File: src/rtl/mem_arbiter.sv
// Two-port round-robin arbiter in front of a single memory slave port.
// One transaction at a time, with a watchdog that ends hung accesses with an error.
module mem_arbiter #(
  parameter int unsigned M_WIDTH        = 32,
  parameter int unsigned TIMEOUT_CYCLES = 255,
  parameter int unsigned CNT_WIDTH      = 8
) (
  input  logic               clk,
  input  logic               rst,
  input  logic               cpu_req,
  input  logic               cpu_we,
  input  logic [M_WIDTH-1:0] cpu_addr,
  input  logic [1:0]         cpu_width,
  input  logic [M_WIDTH-1:0] cpu_wdata,
  output logic [M_WIDTH-1:0] cpu_rdata,
  output logic               cpu_ready,
  output logic               cpu_err,
  input  logic               dma_req,
  input  logic [M_WIDTH-1:0] dma_addr,
  input  logic [1:0]         dma_width,
  output logic [M_WIDTH-1:0] dma_rdata,
  output logic               dma_ready,
  output logic               dma_err,
  output logic               mem_req,
  output logic               mem_we,
  output logic [M_WIDTH-1:0] mem_addr,
  output logic [1:0]         mem_width,
  output logic [M_WIDTH-1:0] mem_wdata,
  input  logic [M_WIDTH-1:0] mem_rdata,
  input  logic               mem_ready
);

  localparam logic [1:0] StIdle = 2'd0;
  localparam logic [1:0] StBusy = 2'd1;
  localparam logic [1:0] StDone = 2'd2;

  localparam bit WdogEn = (TIMEOUT_CYCLES != 0);
  localparam logic [CNT_WIDTH-1:0] WdogLast =
      CNT_WIDTH'((TIMEOUT_CYCLES == 0) ? 0 : TIMEOUT_CYCLES - 1);

  logic [1:0]           state_q, state_d;
  logic                 owner_q, owner_d;
  logic                 last_grant_q, last_grant_d;
  logic [CNT_WIDTH-1:0] wdog_q, wdog_d;
  logic                 mem_req_q, mem_req_d;
  logic                 mem_we_q, mem_we_d;
  logic [M_WIDTH-1:0]   mem_addr_q, mem_addr_d;
  logic [1:0]           mem_width_q, mem_width_d;
  logic [M_WIDTH-1:0]   mem_wdata_q, mem_wdata_d;
  logic [M_WIDTH-1:0]   cpu_rdata_q, cpu_rdata_d;
  logic                 cpu_ready_q, cpu_ready_d;
  logic                 cpu_err_q, cpu_err_d;
  logic [M_WIDTH-1:0]   dma_rdata_q, dma_rdata_d;
  logic                 dma_ready_q, dma_ready_d;
  logic                 dma_err_q, dma_err_d;

  logic grant_dma;
  logic wdog_hit;

  // On contention the port that did not win last time gets the grant.
  assign grant_dma = dma_req & (~cpu_req | ~last_grant_q);
  assign wdog_hit  = WdogEn & (wdog_q == WdogLast);

  always_comb begin
    state_d      = state_q;
    owner_d      = owner_q;
    last_grant_d = last_grant_q;
    wdog_d       = wdog_q;
    mem_req_d    = mem_req_q;
    mem_we_d     = mem_we_q;
    mem_addr_d   = mem_addr_q;
    mem_width_d  = mem_width_q;
    mem_wdata_d  = mem_wdata_q;
    cpu_rdata_d  = cpu_rdata_q;
    cpu_ready_d  = 1'b0;
    cpu_err_d    = 1'b0;
    dma_rdata_d  = dma_rdata_q;
    dma_ready_d  = 1'b0;
    dma_err_d    = 1'b0;

    case (state_q)
      StIdle: begin
        if (cpu_req || dma_req) begin
          owner_d      = grant_dma;
          last_grant_d = grant_dma;
          mem_req_d    = 1'b1;
          mem_we_d     = grant_dma ? 1'b0 : cpu_we;
          mem_addr_d   = grant_dma ? dma_addr : cpu_addr;
          mem_width_d  = grant_dma ? dma_width : cpu_width;
          mem_wdata_d  = grant_dma ? '0 : cpu_wdata;
          wdog_d       = '0;
          state_d      = StBusy;
        end
      end
      StBusy: begin
        wdog_d = wdog_q + CNT_WIDTH'(1);
        // A response arriving on the timeout cycle still counts as success.
        if (mem_ready || wdog_hit) begin
          if (owner_q) begin
            dma_rdata_d = mem_ready ? mem_rdata : '0;
            dma_ready_d = 1'b1;
            dma_err_d   = ~mem_ready;
          end else begin
            cpu_rdata_d = mem_ready ? mem_rdata : '0;
            cpu_ready_d = 1'b1;
            cpu_err_d   = ~mem_ready;
          end
          mem_req_d = 1'b0;
          state_d   = StDone;
        end
      end
      StDone: state_d = StIdle;
      default: state_d = StIdle;
    endcase
  end

  always_ff @(posedge clk) begin
    if (rst) begin
      state_q      <= StIdle;
      owner_q      <= 1'b0;
      last_grant_q <= 1'b1;
      wdog_q       <= '0;
      mem_req_q    <= 1'b0;
      mem_we_q     <= 1'b0;
      mem_addr_q   <= '0;
      mem_width_q  <= '0;
      mem_wdata_q  <= '0;
      cpu_rdata_q  <= '0;
      cpu_ready_q  <= 1'b0;
      cpu_err_q    <= 1'b0;
      dma_rdata_q  <= '0;
      dma_ready_q  <= 1'b0;
      dma_err_q    <= 1'b0;
    end else begin
      state_q      <= state_d;
      owner_q      <= owner_d;
      last_grant_q <= last_grant_d;
      wdog_q       <= wdog_d;
      mem_req_q    <= mem_req_d;
      mem_we_q     <= mem_we_d;
      mem_addr_q   <= mem_addr_d;
      mem_width_q  <= mem_width_d;
      mem_wdata_q  <= mem_wdata_d;
      cpu_rdata_q  <= cpu_rdata_d;
      cpu_ready_q  <= cpu_ready_d;
      cpu_err_q    <= cpu_err_d;
      dma_rdata_q  <= dma_rdata_d;
      dma_ready_q  <= dma_ready_d;
      dma_err_q    <= dma_err_d;
    end
  end

  assign mem_req   = mem_req_q;
  assign mem_we    = mem_we_q;
  assign mem_addr  = mem_addr_q;
  assign mem_width = mem_width_q;
  assign mem_wdata = mem_wdata_q;
  assign cpu_rdata = cpu_rdata_q;
  assign cpu_ready = cpu_ready_q;
  assign cpu_err   = cpu_err_q;
  assign dma_rdata = dma_rdata_q;
  assign dma_ready = dma_ready_q;
  assign dma_err   = dma_err_q;

endmodule

File: config.mk
export PLATFORM = sky130hd
export DESIGN_NAME = mem_arbiter
export DESIGN_NICKNAME = d
export VERILOG_FILES = /design/src/rtl/mem_arbiter.sv
export SDC_FILE = /design/constraint.sdc
export NUM_CORES = 1
export LEC_CHECK = 0
export BUFFER_PORTS_ARGS = -buffer_cell sky130_fd_sc_hd__buf_2
export CELL_PAD_IN_SITES_DETAIL_PLACEMENT = 1
export CELL_PAD_IN_SITES_GLOBAL_PLACEMENT = 1
export CORE_MARGIN = 4
export CORE_UTILIZATION = 32
export CTS_CLUSTER_SIZE = 14
export DETAILED_ROUTE_END_ITERATION = 10
export PLACE_DENSITY = 0.79
export SLEW_MARGIN = 25
export SYNTH_ARGS = -nofsm -noshare
export SYNTH_HDL_FRONTEND = slang
export SYNTH_SLANG_ARGS = --single-unit
export TNS_END_PERCENT = 100
File: constraint.sdc
create_clock -name clk -period 2.28 [get_ports clk]
set_clock_uncertainty 0.2 [all_clocks]
set_input_delay 0.456 -clock clk [delete_from_list [all_inputs] [get_ports clk]]
set_output_delay 0.456 -clock clk [all_outputs]
set_load 0.02 [all_outputs]
==> results of run 1 <==
## critical path, stage by stage, from the launching register on
cell     delay (ns)
dfxtp_1        0.47
or3b_4         0.46
nor3b_4        0.24
buf_12         0.22
nand2_1        0.08
a21oi_1        0.14
## state kept, by name, summed over array words and instances (netlist names)
name and cells:
wdog_q 8, mem_req 1, state_q 2, dma_err 1, dma_ready 1, mem_addr 32
mem_wdata 32, owner_q 1, last_grant_q 1, cpu_rdata 32, dma_rdata 32, mem_we 1
mem_width 2, cpu_ready 1, cpu_err 1
## power by group
part	total (mW)	internal, mW	leakage, nW	switching, mW
Sequential	2.81	2.73	1.21	0.0771
Combinational	0.981	0.360	2.02	0.621
Clock	2.76	1.67	0.278	1.09
Total	6.55	4.76	3.51	1.79
## layer usage
layer / GRT usage (%) / wire, um / share of wire [%]
met4: 5.76 / 274 / 1.5
met5: 0 / 0 / 0
met3: 6.00 / 1640 / 8.9
met1: 22.2 / 7900 / 43
met2: 30.6 / 8630 / 47
## synthesized netlist by cell type (2+ instances only)
cell type,n
nor3_1,5
nand4_1,3
nand3_1,2
nand2_1,137
mux2i_1,34
a21oi_1,104
or2_2,2
buf_6,3
a211oi_1,35
nor2_1,44
buf_2,12
buf_1,5
ha_1,2
and4_1,2
nor4_1,2
clkbuf_1,32
dfxtp_1,148
buf_4,3
inv_1,2
o21ai_0,67
## per-stage QoR
stage	setup slack, ns	area [um^2]	hold slack [ns]	std cells
after detailed placement	0.293	7250	0.244	1118
final	0.377	7830	0.0781	1149
after global routing	0.239	7830	0.0578	1149
after global placement	0.365	7250	0.239	1118
after CTS	0.368	7830	0.0520	1149
after floorplan	0.544	5660	0.221	663
## cells by family (layout without fill, tap and decap cells)
family,count (synthesis),count (layout)
flops,148,148
simple gates,205,205
mux,35,35
buf+inv,58,319
compound gates,215,215
fa+ha+maj,2,2
## final cells by class
type,count,area [um^2]
Fill cell,2126,9460
Sequential cell,148,2960
Multi-Input combinational cell,457,2460
Timing Repair Buffer,286,1540
Clock buffer,20,457
Tap cell,225,282
Clock inverter,11,128
Inverter,2,7.51
## worst paths after layout
path                              startpoint                         end  slack [ns]  cells past startpoint
setup reg to reg     state_q[0]$_SDFFE_PP0P_  cpu_rdata[18]$_SDFFE_PP0P_        0.38                      5
setup / recovery     state_q[0]$_SDFFE_PP0P_  cpu_rdata[18]$_SDFFE_PP0P_        0.38                      5
hold reg to reg   mem_wdata[29]$_SDFFE_PP0P_  mem_wdata[29]$_SDFFE_PP0P_        0.25                      2
hold / removal                 cpu_wdata[17]  mem_wdata[17]$_SDFFE_PP0P_        0.08                      3
==> metrics.cfg, run 1 <==
[run_status]
status = finished, final reports clean

[placed_design]
gp_congestion = 0.775
io_buffers = 273
hpwl_mm = 13.1

[cts]
ctsHtreeMaxLevel = 4
clk_pin_slew_worst_paths_ns = 0.06
hold_buffers = 0
cts_tree = yes
post_cts_buffers = 0
numCtsBuffers = 17
cts.sinks = 148
clockRootBuffer = clkbuf_16
clock_path_buffers = 2
insertion_delay_ns = 0.41
cts-resized-gates = 0

[synth]
synth_cells = 663
synth-adder-area-share_pct = 0.442
synth-compound-area-share_pct = 21.2
yosys.area.top_type_share_pct = 52.4
synth_area_per_cell_um2 = 8.53
async_flop_share_pct = 0
synth_fp_nets = 803
yosys.area_share.simple_pct = 15.0
synth_top_family_by_area = compound AO/OA/AOI/OAI gates
yosys_warnings = 0
yosysUniqueCellTypes = 39
synth_area_leaders = dfxtp_1 (52%), a21oi_1 (9.2%), nand2_1 (9.1%), mux2i_1 (6.0%), o21ai_0 (5.9%)
synth_edf_count = 0
ys_seq_area_share_pct = 52.4
yosys.area.top_type = dfxtp_1
synth_xor_area_share_pct = 0
netlist_area_mm2 = 0.00566
muxShareOfSynthArea_pct = 6.22
synth_ff_type = dfxtp_1
ys_ff_latch = 148

[job]
cap_violations = 0

[timing]
finalMaxSlewViolations = 0
final_hold_viol_count = 0
setup_viol = 0
finalCritPeriodShare_pct = 83.5
max_freq_ghz = 0.525
period_needed_ns = 1.90
slew_headroom_pct = 66.1
rsz0062_at_grt = no
final.setup.tns_ns = 0
tightest_slew_ns = 0.508

[layout]
final_common_cell = buf_2
drive_gt1_share_pct = 35.3
final_core_util_pct = 45.3
syn_to_final_growth_pct = 38.5
final_nets = 1052
diodes = 0
layout_common_cells = buf_2 (272), dfxtp_1 (148), nand2_1 (137)

[global_route]
grt-ovfl-total = 0
grt.total_usage_pct = 18.2
antenna_found_initial = 1
grt_max_degree = 109
grt_pass1_vias = 5852
grt_first_pass_wirelength_mm = 29.4

[floorplan]
die_y_um = 141
ios = 274
die_area_mm2 = 0.0199
fp.coreArea_mm2 = 0.0173
die_w_um = 141
rows = 48
initial_utilization_pct = 32.7

[worst_setup_path]
endpoint_kind = flop
required_ns = 2.41
arrival_ns = 2.04
critPathMaxFanout = 32
critPathLaunchType = flop
worstSetupPathType = flop to flop

[detailed_routing]
routed_wl_mm = 18.4
dr.pass1.iters = 4
vias = 5614
ant_nets = 0
wl_per_cell_um = 16.0
remaining_drc_errors = 0
avgViaCountPerCell = 4.89
drt_iter0_drc = 179

[pwr]
leakage_nw = 3.51
power_density_mw_per_mm2 = 836
total_power_mw = 6.55
vdd_ir_drop_max_uv = 481

[worst_hold_path]
hold_class = primary input to flop

(Power assumes the default switching activity.)
==> run 2: changes to the inputs <==
==> constraint.sdc (replaced) <==
create_clock -name clk -period 1.8 [get_ports clk]
set_clock_uncertainty 0.2 [all_clocks]
set_input_delay 0.36 -clock clk [delete_from_list [all_inputs] [get_ports clk]]
set_output_delay 0.36 -clock clk [all_outputs]
set_load 0.02 [all_outputs]
==> metrics.cfg, run 2 (same netlist as run 1, synthesis figures left out) <==
[run_status]
status = finished, final reports clean  ; unchanged

[cts]
ctsHtreeMaxLevel = 4  ; unchanged
clk_pin_slew_worst_paths_ns = 0.06  ; about the same
clockRootBuffer = clkbuf_16  ; unchanged
numCtsBuffers = 17  ; unchanged
cts_tree = yes  ; unchanged
clock_path_buffers = 2  ; unchanged
cts.sinks = 148  ; unchanged
insertion_delay_ns = 0.42  ; was 0.41 ns

[timing]
period_needed_ns = 1.78  ; was 1.90 ns
final.setup.tns_ns = 0  ; unchanged
hold_ws_ns = 0.0307  ; was 0.0781 ns
final_hold_viol_count = 0  ; unchanged
slew_headroom_pct = 71.8  ; was 66.1%
setup_viol = 0  ; unchanged
max_freq_ghz = 0.563  ; was 0.525 GHz
finalMaxSlewViolations = 0  ; unchanged
tightest_slew_ns = 0.423  ; was 0.508 ns
worst_slack_ns = 0.0238  ; was 0.377 ns
finalCritPeriodShare_pct = 98.7  ; was 83.5%

[worst_setup_path]
worstSetupPathType = flop to flop  ; unchanged
endpoint_kind = flop  ; unchanged
critPathMaxFanout = 16  ; was 32
critPathLaunchType = flop  ; unchanged
arrival_ns = 1.92  ; was 2.04 ns
required_ns = 1.95  ; was 2.41 ns
rrSetupSlack_ns = 0.02  ; was 0.38 ns

[global_route]
antenna_found_initial = 0  ; was 1
grt_pass1_vias = 6493  ; was 5852
grt_max_degree = 76  ; was 109
grt.total_usage_pct = 21.4  ; was 18.2%
grt_first_pass_wirelength_mm = 34.3  ; was 29.4 mm
grt-ovfl-total = 0  ; unchanged

[pwr]
power_density_mw_per_mm2 = 963  ; was 836 mW/mm^2
leakage_nw = 3.93  ; was 3.51 nW
vdd_ir_drop_max_uv = 665  ; was 481 uV

[layout]
multiInputGateArea_mm2 = 0.00247  ; was 0.00246 mm^2
nFillCells = 2094  ; was 2126
layout_common_cells = buf_2 (272), dfxtp_1 (146), nand2_1 (137)  ; was buf_2 (272), dfxtp_1 (148), nand2_1 (137)
drive_gt1_share_pct = 35.1  ; was 35.3%
final_cells = 1240  ; was 1149
syn_to_final_growth_pct = 55.5  ; was 38.5%
seq_area_mm2 = 0.00297  ; was 0.00296 mm^2
final_common_cell = buf_2  ; unchanged
final_nets = 1141  ; was 1052

[detailed_routing]
vias = 6249  ; was 5614
remaining_drc_errors = 0  ; unchanged
ant_nets = 0  ; unchanged
avgViaCountPerCell = 5.04  ; was 4.89
dr.pass1.iters = 4  ; unchanged
drt_iter0_drc = 240  ; was 179
routed_wl_mm = 22.7  ; was 18.4 mm
wl_per_cell_um = 18.3  ; was 16.0 um

[placed_design]
io_buffers = 273  ; unchanged
place_ws_ns = -0.0448  ; was 0.293 ns
hpwl_mm = 13.7  ; was 13.1 mm
dp.cells = 1132  ; was 1118
gp_congestion = 0.763  ; was 0.775

[floorplan]
ios = 274  ; unchanged
fp.coreArea_mm2 = 0.0173  ; unchanged
die_w_um = 141  ; unchanged
die_area_mm2 = 0.0199  ; unchanged
die_y_um = 141  ; unchanged
rows = 48  ; unchanged
initial_utilization_pct = 32.7  ; unchanged

[worst_hold_path]
hold_class = primary input to flop  ; unchanged

[job]
cap_violations = 0  ; unchanged

==> run 2: cell types whose count changed in the layout (fill, tap and decap cells not counted), moves of 3 or more <==
cell	delta
buf_12	+3
buf_4	+14
clkbuf_16	+4
clkinvlp_4	+3
dlygate4sd3_1	+65
inv_6	+5
o21ai_0	-3
o21ai_1	+3
==> run 2: path summary, 6_finish.rpt <==
path,cells after the start,start,to
worst max register to register,6,state_q[1]$_SDFFE_PP0P_,cpu_rdata[23]$_SDFFE_PP0P_
worst min register to register,2,mem_wdata[19]$_SDFFE_PP0P_,mem_wdata[19]$_SDFFE_PP0P_
worst min-delay path,2,mem_ready,cpu_err$_SDFF_PP0_
worst max-delay path,6,state_q[1]$_SDFFE_PP0P_,cpu_rdata[23]$_SDFFE_PP0P_
==> run 2: area by class of cell <==
| type | instances | area share, % |
|---|---|---|
| diodes | 1 | 0.0285 |
| clock buffers | 18 | 5.00 |
| well taps | 225 | 3.20 |
| flip-flops and latches | 148 | 33.7 |
| multi-input cells | 457 | 28.0 |
| inverters | 2 | 0.0854 |
| clock inverters | 14 | 1.34 |
| repair buffers | 375 | 28.6 |
==> run 2: layer usage <==
layer	vias to the layer above	GRT usage (%)	wire, um	share of wire (%)
met2	236	37.1	11500	51
met4	0	6.27	363	1.6
met1	3020	25.2	9150	40
met3	29	7.33	1710	7.5
li1	2964	-	-	-
met5	-	0	0	0
==> run 2: where the power goes <==
part	internal, mW	leakage [nW]	total (mW)	switching [mW]
Combinational	0.639	2.47	1.53	0.891
Clock	1.84	0.255	3.37	1.54
Sequential	3.46	1.21	3.56	0.0999
Total	5.94	3.93	8.46	2.53
==> run 2: repair_timing <==
action,CTS,global route
setup buffers,0,4
hold endpoints to repair,93,0
gates cloned,1,5
hold buffers,65,0
gates resized for setup,1,8
pin swaps,0,3
endpoints found under the setup margin,1,79
==> run 2: metrics by stage <==
stage	power (mW)	cell area (um^2)	utilization (%)
final	8.46	8790	50.8
after global routing	8.87	8790	50.8
after CTS	8.48	8630	49.9
after detailed placement	4.94	7380	42.7
after global placement	4.90	7380	42.7
after floorplan	4.36	5660	-
==> run 2: worst max-delay path, stage by stage, from the launching register on <==
cell	delay, ns
dfxtp_1	0.34
or3b_4	0.42
nor3b_4	0.19
buf_6	0.16
clkbuf_16	0.18
nand2_1	0.07
a21oi_1	0.13
